## src/rtl/gamepad_poller_pkg.sv

```systemverilog
// Shared definitions for the gamepad poller: register map, CTRL bit layout,
// poll sequencer state encoding and the stored control word.
package gamepad_poller_pkg;

  localparam int unsigned HOST_AW      = 3;
  localparam int unsigned HOST_DW      = 16;
  localparam int unsigned STATUS_PAD_W = 4;

  localparam int unsigned GP_REG_CTRL = 0;
  localparam int unsigned GP_REG_PAD0 = 1;

  localparam int unsigned CTRL_AUTO_BIT    = 0;
  localparam int unsigned CTRL_M_LATCH_BIT = 1;
  localparam int unsigned CTRL_M_CLK_BIT   = 2;
  localparam int unsigned CTRL_START_BIT   = 3;

  typedef enum logic [2:0] {
    ST_IDLE    = 3'd0,
    ST_LATCH   = 3'd1,
    ST_LOW     = 3'd2,
    ST_HIGH    = 3'd3,
    ST_PUBLISH = 3'd4
  } gp_state_e;

  // Persistent CTRL bits; START is a strobe and is never stored.
  typedef struct packed {
    logic m_clk;
    logic m_latch;
    logic auto_en;
  } gp_ctrl_t;

  function automatic gp_ctrl_t ctrl_from_word(input logic [HOST_DW-1:0] w);
    gp_ctrl_t c;
    c.auto_en = w[CTRL_AUTO_BIT];
    c.m_latch = w[CTRL_M_LATCH_BIT];
    c.m_clk   = w[CTRL_M_CLK_BIT];
    return c;
  endfunction

endpackage

```

## src/rtl/gamepad_poller_if.sv

```systemverilog
// Peripheral host bus between the CPU side and the gamepad poller.
interface gamepad_poller_if;
  import gamepad_poller_pkg::*;

  logic [HOST_AW-1:0] host_address;
  logic               host_write_en;
  logic [HOST_DW-1:0] host_write_data;
  logic               host_read_en;
  logic [HOST_DW-1:0] host_read_data;

  modport master (
    output host_address, host_write_en, host_write_data, host_read_en,
    input  host_read_data
  );

  modport slave (
    input  host_address, host_write_en, host_write_data, host_read_en,
    output host_read_data
  );
endinterface

```

## src/rtl/gamepad_poller_pad_phase_timer.sv

```systemverilog
// Loadable down-counter timing the latch and pad-clock phases; tc_c is high
// while the count sits at zero, i.e. on the last cycle of the loaded phase.
module pad_phase_timer #(
  parameter int unsigned CLK_DIV = 96
) (
  input  logic                           clk,
  input  logic                           resetn,
  input  logic                           load,
  input  logic [$clog2(2*CLK_DIV)-1:0]   load_val,
  output logic                           tc_c
);
  localparam int unsigned CW = $clog2(2*CLK_DIV);

  logic [CW-1:0] cnt_d, cnt_q;

  always_comb begin
    cnt_d = cnt_q;
    if (load) begin
      cnt_d = load_val;
    end else if (cnt_q != '0) begin
      cnt_d = cnt_q - CW'(1);
    end
  end

  always_ff @(posedge clk or negedge resetn) begin
    if (!resetn) begin
      cnt_q <= '0;
    end else begin
      cnt_q <= cnt_d;
    end
  end

  assign tc_c = (cnt_q == '0);

endmodule

```

## src/rtl/gamepad_poller.sv

```systemverilog
// Serial gamepad controller: manual or sequenced latch/clock of up to four
// shift-register pads, with atomically published button words on the host bus.
module gamepad_poller
  import gamepad_poller_pkg::*;
#(
  parameter int unsigned PAD_COUNT = 2,
  parameter int unsigned PAD_BITS  = 16,
  parameter int unsigned CLK_DIV   = 96
) (
  input  logic                 clk,
  input  logic                 resetn,
  input  logic                 poll_start,
  gamepad_poller_if.slave      host,
  output logic                 pad_latch,
  output logic                 pad_clk,
  input  logic [PAD_COUNT-1:0] pad_data,
  output logic                 busy,
  output logic                 poll_done
);

  localparam int unsigned TW = $clog2(2*CLK_DIV);
  localparam int unsigned BW = (PAD_BITS > 1) ? $clog2(PAD_BITS) : 1;
  localparam logic [TW-1:0] LATCH_LD = TW'(2*CLK_DIV - 1);
  localparam logic [TW-1:0] PHASE_LD = TW'(CLK_DIV - 1);
  localparam logic [BW-1:0] LAST_BIT = BW'(PAD_BITS - 1);

  gp_state_e          state_d, state_q;
  gp_ctrl_t           ctrl_d, ctrl_q;
  logic [BW-1:0]      bit_cnt_d, bit_cnt_q;
  logic               done_sticky_d, done_sticky_q;
  logic               busy_d, busy_q;
  logic               poll_done_d, poll_done_q;
  logic               pad_latch_d, pad_latch_q;
  logic               pad_clk_d, pad_clk_q;
  logic [HOST_DW-1:0] read_data_d, read_data_q;

  logic               wr_ctrl_c, trigger_c, status_rd_c;
  logic               tmr_load_c, tmr_tc_c, sample_c, publish_c;
  logic [TW-1:0]      tmr_val_c;
  logic [HOST_DW-1:0] status_c, rd_word_c;
  logic [PAD_COUNT-1:0][HOST_DW-1:0] word_ext;

  assign wr_ctrl_c   = host.host_write_en && (host.host_address == HOST_AW'(GP_REG_CTRL));
  assign status_rd_c = host.host_read_en  && (host.host_address == HOST_AW'(GP_REG_CTRL));
  // Software START and an enabled frame pulse in the same cycle merge into one poll.
  assign trigger_c   = (wr_ctrl_c && host.host_write_data[CTRL_START_BIT])
                     || (poll_start && ctrl_q.auto_en);
  assign publish_c   = (state_q == ST_PUBLISH);

  pad_phase_timer #(.CLK_DIV(CLK_DIV)) u_phase_timer (
    .clk      (clk),
    .resetn   (resetn),
    .load     (tmr_load_c),
    .load_val (tmr_val_c),
    .tc_c     (tmr_tc_c)
  );

  // Poll sequencer next state; triggers outside IDLE are dropped.
  always_comb begin
    state_d    = state_q;
    bit_cnt_d  = bit_cnt_q;
    tmr_load_c = 1'b0;
    tmr_val_c  = PHASE_LD;
    sample_c   = 1'b0;
    case (state_q)
      ST_IDLE: begin
        if (trigger_c) begin
          state_d    = ST_LATCH;
          tmr_load_c = 1'b1;
          tmr_val_c  = LATCH_LD;
          bit_cnt_d  = '0;
        end
      end
      ST_LATCH: begin
        if (tmr_tc_c) begin
          state_d    = ST_LOW;
          tmr_load_c = 1'b1;
        end
      end
      ST_LOW: begin
        if (tmr_tc_c) begin
          state_d    = ST_HIGH;
          tmr_load_c = 1'b1;
          sample_c   = 1'b1;
        end
      end
      ST_HIGH: begin
        if (tmr_tc_c) begin
          if (bit_cnt_q == LAST_BIT) begin
            state_d = ST_PUBLISH;
          end else begin
            state_d    = ST_LOW;
            tmr_load_c = 1'b1;
            bit_cnt_d  = bit_cnt_q + BW'(1);
          end
        end
      end
      ST_PUBLISH: state_d = ST_IDLE;
      default:    state_d = ST_IDLE;
    endcase
  end

  // Registered pins and flags decoded from the next state.
  always_comb begin
    ctrl_d        = ctrl_q;
    done_sticky_d = done_sticky_q;
    if (wr_ctrl_c) begin
      ctrl_d = ctrl_from_word(host.host_write_data);
    end
    if (publish_c) begin
      done_sticky_d = 1'b1;
    end else if (status_rd_c) begin
      done_sticky_d = 1'b0;
    end
    busy_d      = (state_d == ST_LATCH) || (state_d == ST_LOW) || (state_d == ST_HIGH);
    poll_done_d = (state_d == ST_PUBLISH);
    pad_latch_d = (state_d == ST_IDLE) ? ctrl_d.m_latch : (state_d == ST_LATCH);
    pad_clk_d   = (state_d == ST_IDLE) ? ctrl_d.m_clk   : (state_d != ST_LOW);
  end

  // Per-pad shadow shift capture and visible word, swapped in on PUBLISH.
  for (genvar p = 0; p < int'(PAD_COUNT); p++) begin : g_pad
    logic [PAD_BITS-1:0] shadow_d, shadow_q;
    logic [PAD_BITS-1:0] word_d, word_q;

    always_comb begin
      shadow_d = shadow_q;
      word_d   = word_q;
      if (sample_c) begin
        shadow_d[bit_cnt_q] = ~pad_data[p];
      end
      if (publish_c) begin
        word_d = shadow_q;
      end
    end

    always_ff @(posedge clk or negedge resetn) begin
      if (!resetn) begin
        shadow_q <= '0;
        word_q   <= '0;
      end else begin
        shadow_q <= shadow_d;
        word_q   <= word_d;
      end
    end

    assign word_ext[p] = HOST_DW'(word_q);
  end

  // Host read mux; data holds between read strobes.
  always_comb begin
    status_c  = {8'b0, STATUS_PAD_W'(pad_data), 1'b0, done_sticky_q, busy_q, ctrl_q.auto_en};
    rd_word_c = '0;
    if (host.host_address == HOST_AW'(GP_REG_CTRL)) begin
      rd_word_c = status_c;
    end else begin
      for (int p = 0; p < int'(PAD_COUNT); p++) begin
        if (host.host_address == HOST_AW'(int'(GP_REG_PAD0) + p)) begin
          rd_word_c = word_ext[p];
        end
      end
    end
    read_data_d = read_data_q;
    if (host.host_read_en) begin
      read_data_d = rd_word_c;
    end
  end

  always_ff @(posedge clk or negedge resetn) begin
    if (!resetn) begin
      state_q       <= ST_IDLE;
      ctrl_q        <= '{m_clk: 1'b1, m_latch: 1'b0, auto_en: 1'b0};
      bit_cnt_q     <= '0;
      done_sticky_q <= 1'b0;
      busy_q        <= 1'b0;
      poll_done_q   <= 1'b0;
      pad_latch_q   <= 1'b0;
      pad_clk_q     <= 1'b1;
      read_data_q   <= '0;
    end else begin
      state_q       <= state_d;
      ctrl_q        <= ctrl_d;
      bit_cnt_q     <= bit_cnt_d;
      done_sticky_q <= done_sticky_d;
      busy_q        <= busy_d;
      poll_done_q   <= poll_done_d;
      pad_latch_q   <= pad_latch_d;
      pad_clk_q     <= pad_clk_d;
      read_data_q   <= read_data_d;
    end
  end

  assign pad_latch           = pad_latch_q;
  assign pad_clk             = pad_clk_q;
  assign busy                = busy_q;
  assign poll_done           = poll_done_q;
  assign host.host_read_data = read_data_q;

endmodule

```

## src/flat_wrapper.sv

```systemverilog
// flat-port wrapper written by rule: the top's interface ports become plain ports
module gamepad_poller_flat import gamepad_poller_pkg::*;
#(
  parameter int unsigned PAD_COUNT = 2,
  parameter int unsigned PAD_BITS  = 16,
  parameter int unsigned CLK_DIV   = 96
)
  (clk, resetn, poll_start, pad_latch, pad_clk, pad_data, busy, poll_done, host_host_address, host_host_write_en, host_host_write_data, host_host_read_en, host_host_read_data);
  gamepad_poller_if host_i ();
  input  logic clk;
  input  logic resetn;
  input  logic poll_start;
  output logic pad_latch;
  output logic pad_clk;
  input  logic [PAD_COUNT-1:0] pad_data;
  output logic busy;
  output logic poll_done;
  input wire logic [$bits(host_i.host_address)-1:0] host_host_address;
  input wire logic [$bits(host_i.host_write_en)-1:0] host_host_write_en;
  input wire logic [$bits(host_i.host_write_data)-1:0] host_host_write_data;
  input wire logic [$bits(host_i.host_read_en)-1:0] host_host_read_en;
  output wire logic [$bits(host_i.host_read_data)-1:0] host_host_read_data;
  assign host_i.host_address = host_host_address;
  assign host_i.host_write_en = host_host_write_en;
  assign host_i.host_write_data = host_host_write_data;
  assign host_i.host_read_en = host_host_read_en;
  assign host_host_read_data = host_i.host_read_data;
  gamepad_poller #(.PAD_COUNT(PAD_COUNT), .PAD_BITS(PAD_BITS), .CLK_DIV(CLK_DIV)) u_core (.clk(clk), .resetn(resetn), .poll_start(poll_start), .host(host_i), .pad_latch(pad_latch), .pad_clk(pad_clk), .pad_data(pad_data), .busy(busy), .poll_done(poll_done));
endmodule
```

## config.mk

```make
export PLATFORM = sky130hd
export DESIGN_NAME = gamepad_poller_flat
export DESIGN_NICKNAME = d
export VERILOG_FILES = /design/src/rtl/gamepad_poller_pkg.sv /design/src/rtl/gamepad_poller_if.sv /design/src/rtl/gamepad_poller_pad_phase_timer.sv /design/src/rtl/gamepad_poller.sv /design/src/flat_wrapper.sv
export SDC_FILE = /design/constraint.sdc
export NUM_CORES = 1
export LEC_CHECK = 0
export ABC_AREA = 1
export CAP_MARGIN = 20
export CORE_UTILIZATION = 60
export DETAILED_ROUTE_END_ITERATION = 10
export PLACE_DENSITY = 0.95
export SYNTH_ARGS = -nofsm -noshare
export SYNTH_HDL_FRONTEND = slang
export SYNTH_SLANG_ARGS = --single-unit
```

## constraint.sdc

```tcl
create_clock -name clk -period 2.7 [get_ports clk]
set_clock_uncertainty 0.1 [all_clocks]
set_input_delay 0.405 -clock clk [delete_from_list [all_inputs] [get_ports clk]]
set_output_delay 0.405 -clock clk [all_outputs]
set_load 0.01 [all_outputs]
```

==> qor.csv <==
stage,metric,value,unit
floorplanning,die area,7772,um^2
floorplanning,num ports,46,
timing,final hold vios,0,
critical_path,r2r startpoint,u_core.u_phase_timer.cnt_q[0],
logic_synthesis,syn_nets,521,
global_route,largest net degree at the start of global routing,45,
logic_synthesis,average size of a mapped cell,9.090,um^2
logic_synthesis,synth unique cells,29,
route,DR iter-0 viols,270,
clocking,Post-CTS Hold Fix Bufs,1,
critical_path,WS Path Type,reg2reg,
place,Port Buf Inserts,33,
logic_synthesis,YS warnings,0,
pwr,Pwr Total,2.695,mW
layout,layout cell share with drive strength beyond 1,9.533,%
global_route,first-pass GRT wire length,16060,um
critical_path,CP Max Fanout,8,
place,GPL Wtd Cong,0.7784,
route,vias per cell,5.666,
hold_path,Hold Path Depth,1,
hold_path,Hold EP,u_core.host.host_read_data[15],
place,DP HPWL,6774,um
clocking,CTS Buffer Depth,2,
layout,diode count,0,
place,Setup WS pre-CTS,459.0,ps
floorplanning,Die Y,88.16,um
critical_path,Critical path buffers and inverters,1,
critical_path,Critical Path AT,2130,ps
timing,max_slew headroom,44.29,%
timing,Achievable Freq,0.5045,GHz
critical_path,R2R Path End,u_core.bit_cnt_q[2],
timing,Worst-Margin Slew,832.7,ps
timing,RSZ-0062 raised after global routing,false,
floorplanning,Site Rows,31,
timing,final cycle utilization of the critical path,73.42,%
critical_path,Critical Path RT,2850,ps
timing,Final Max Tran Viols,0,
route,DRC viols,0,
logic_synthesis,Post-Syn Instances,490,
timing,Setup WS post-layout,717.7,ps
clocking,post_cts resized,0,
clocking,TritonCTS clock tree,done,
flow_run,max-cap viol count,0,
critical_path,Worst R2R Path Depth,7,
critical_path,CP cell instances,"inv_1, ha_1, nand2_4, o21ai_1, nand3_1, nand2_1, o21ai_0",
clocking,Inserted Clock Buffers,9,
route,WL per Instance,15.38,um
route,first-pass detailed-route iteration total,5,
floorplanning,Die Width,88.16,um
place,area post-placement,4917,um^2
pwr,Pwr Density,525.2,nW/um^2
global_route,Total GRT Usage,27.47,%
clocking,later-pin clock latency in the skew report,370,ps
clocking,Root Buffer,clkbuf_8,
layout,P&R area growth vs syn,15.20,%
layout,fin area,5131,um^2
status,status,"complete, no violations",
global_route,gr ovfl total,0,
critical_path,crit-path max cell delay,400,ps
layout,Final Util,71.12,%
timing,setup TNS,0,ps
global_route,initial antenna violation count,0,
critical_path,CP startpoint kind,flop,
pwr,worst-case vdd ir drop,0.2718,mV
critical_path,Worst setup EP type,flop,
critical_path,R2R Setup Slk,720,ps
critical_path,crit path max-delay cell type,dfrtp_1,
timing,Final setup violation count,0,
logic_synthesis,Mapped Area,4454,um^2
route,final WL,9754,um
hold_path,Min-Delay Path Class,reg2reg,
route,routed vias,3592,
layout,nets,561,
floorplanning,core area,7214,um^2
critical_path,CP top delay family,simple AND/OR/NAND/NOR gates,
hold_path,HP Start,u_core.host.host_read_data[15],
logic_synthesis,sequential share of the synthesized area,57.92,%
clocking,Post-CTS Setup Inserts,0,
floorplanning,initial core utilization,61.74,%
timing,crit path time final,1982,ps
pwr,leakage,2.527,nW
logic_synthesis,Yosys reg bits,103,
route,final antenna-violating net count,0,
clocking,H-Tree Depth,3,
clocking,clk slew on worst S/H paths,100,ps
clocking,clock sinks,103,
global_route,vias in the first global route,3580,
## worst max path at each step
stage | startpoint | slack [ps] | depth (start not counted) | to
global route | u_core.u_phase_timer.cnt_q[0] | 510 | 7 | u_core.bit_cnt_q[2]
floorplan | u_core.u_phase_timer.cnt_q[0] | 1050 | 9 | u_core.g_pad[0].shadow_q[10]
finish | u_core.u_phase_timer.cnt_q[0] | 720 | 7 | u_core.bit_cnt_q[2]
global placement | host_host_address[1] | 530 | 6 | u_core.host.host_read_data[13]
CTS | u_core.u_phase_timer.cnt_q[0] | 730 | 9 | u_core.g_pad[0].shadow_q[12]
detailed placement | host_host_address[2] | 460 | 7 | u_core.bit_cnt_q[1]
## final cells by class
class	count	area (um^2)
multi-input combinational	319	1614
sequential	103	2580
inverter	57	214.0
fill	471	2083
tap	99	123.9
clock inverter	6	66.31
clock buffer	10	137.6
timing repair buffer	40	395.4
## metal layers
layer | vias up | track usage [%] | share of wire (%)
met4 | 0 | 11.29 | 2.3
met5 | - | 0 | 0
li1 | 1655 | - | -
met3 | 27 | 5.467 | 4.9
met1 | 1778 | 31.17 | 38
met2 | 132 | 50.35 | 54
## cells in the mapped netlist (all sizes together)
cell type / number / area, um^2
nand2: 138 / 538.0
dfrtp: 101 / 2527
inv: 56 / 210.2
nor2: 48 / 241.5
o21ai: 48 / 240.2
a21oi: 23 / 115.1
o22ai: 15 / 93.84
nand3: 12 / 60.06
mux2: 10 / 112.6
nand4: 7 / 43.79
clkbuf: 6 / 22.52
a31oi: 5 / 31.28
buf: 5 / 23.77
ha: 5 / 62.56
nor3: 4 / 41.29
dfstp: 2 / 52.55
xnor2: 2 / 17.52
a21o: 1 / 7.510
clkinv: 1 / 3.750
xor2: 1 / 8.760
## through the flow
| step | hold WS (ps) | std cells |
|---|---|---|
| detailed placement | 322.6 | 617 |
| floorplan | 9.409 | 490 |
| finish | 394.1 | 634 |
| global placement | 316.7 | 617 |
| global route | 406.0 | 634 |
| CTS | 393.8 | 634 |
## cell usage in the layout, fill, tap and decap left out, types with 3 or more instances in the layout
| master | count |
|---|---|
| clkdlybuf4s50_1 | 32 |
| buf_4 | 6 |
| nor2_1 | 39 |
| dfrtp_1 | 101 |
| nor2_4 | 5 |
| nand3_1 | 12 |
| o22ai_1 | 15 |
| inv_1 | 56 |
| o21ai_0 | 17 |
| nand4_1 | 7 |
| nor2_2 | 3 |
| a31oi_1 | 5 |
| clkbuf_8 | 10 |
| nand2_1 | 134 |
| a21oi_1 | 23 |
| ha_1 | 5 |
| o21ai_1 | 31 |
| mux2_2 | 10 |
## where the power goes
| part | internal [mW] | switching, mW |
|---|---|---|
| clock network | 0.459 | 0.536 |
| logic | 0.0494 | 0.0830 |
| registers | 1.56 | 0.00800 |
## flip-flops by register name, summed over array words and instances (netlist names)
| signal | count |
|---|---|
| u_core.g_pad.shadow_q | 32 |
| u_core.g_pad.word_q | 32 |
| u_core.host.host_read_data | 16 |
| u_core.u_phase_timer.cnt_q | 8 |
| u_core.bit_cnt_q | 4 |
| u_core.ctrl_q | 3 |
| u_core.state_q | 3 |
| u_core.busy | 1 |
| u_core.done_sticky_q | 1 |
| u_core.pad_clk | 1 |
| u_core.pad_latch | 1 |
| u_core.poll_done | 1 |
## logic make-up (layout without fill, tap and decap cells)
group / after synthesis / after routing / share of synthesized area (%)
AND/OR/NAND/NOR: 209 / 209 / 20.76
flip-flops: 103 / 103 / 57.92
AO/OA/AOI/OAI: 92 / 92 / 10.96
buffers and inverters: 68 / 113 / 5.842
multiplexers: 10 / 10 / 2.528
adder cells (fa/ha/maj): 5 / 5 / 1.404
XOR/XNOR: 3 / 3 / 0.5900
No activity file was read; power rests on OpenSTA's default activity.
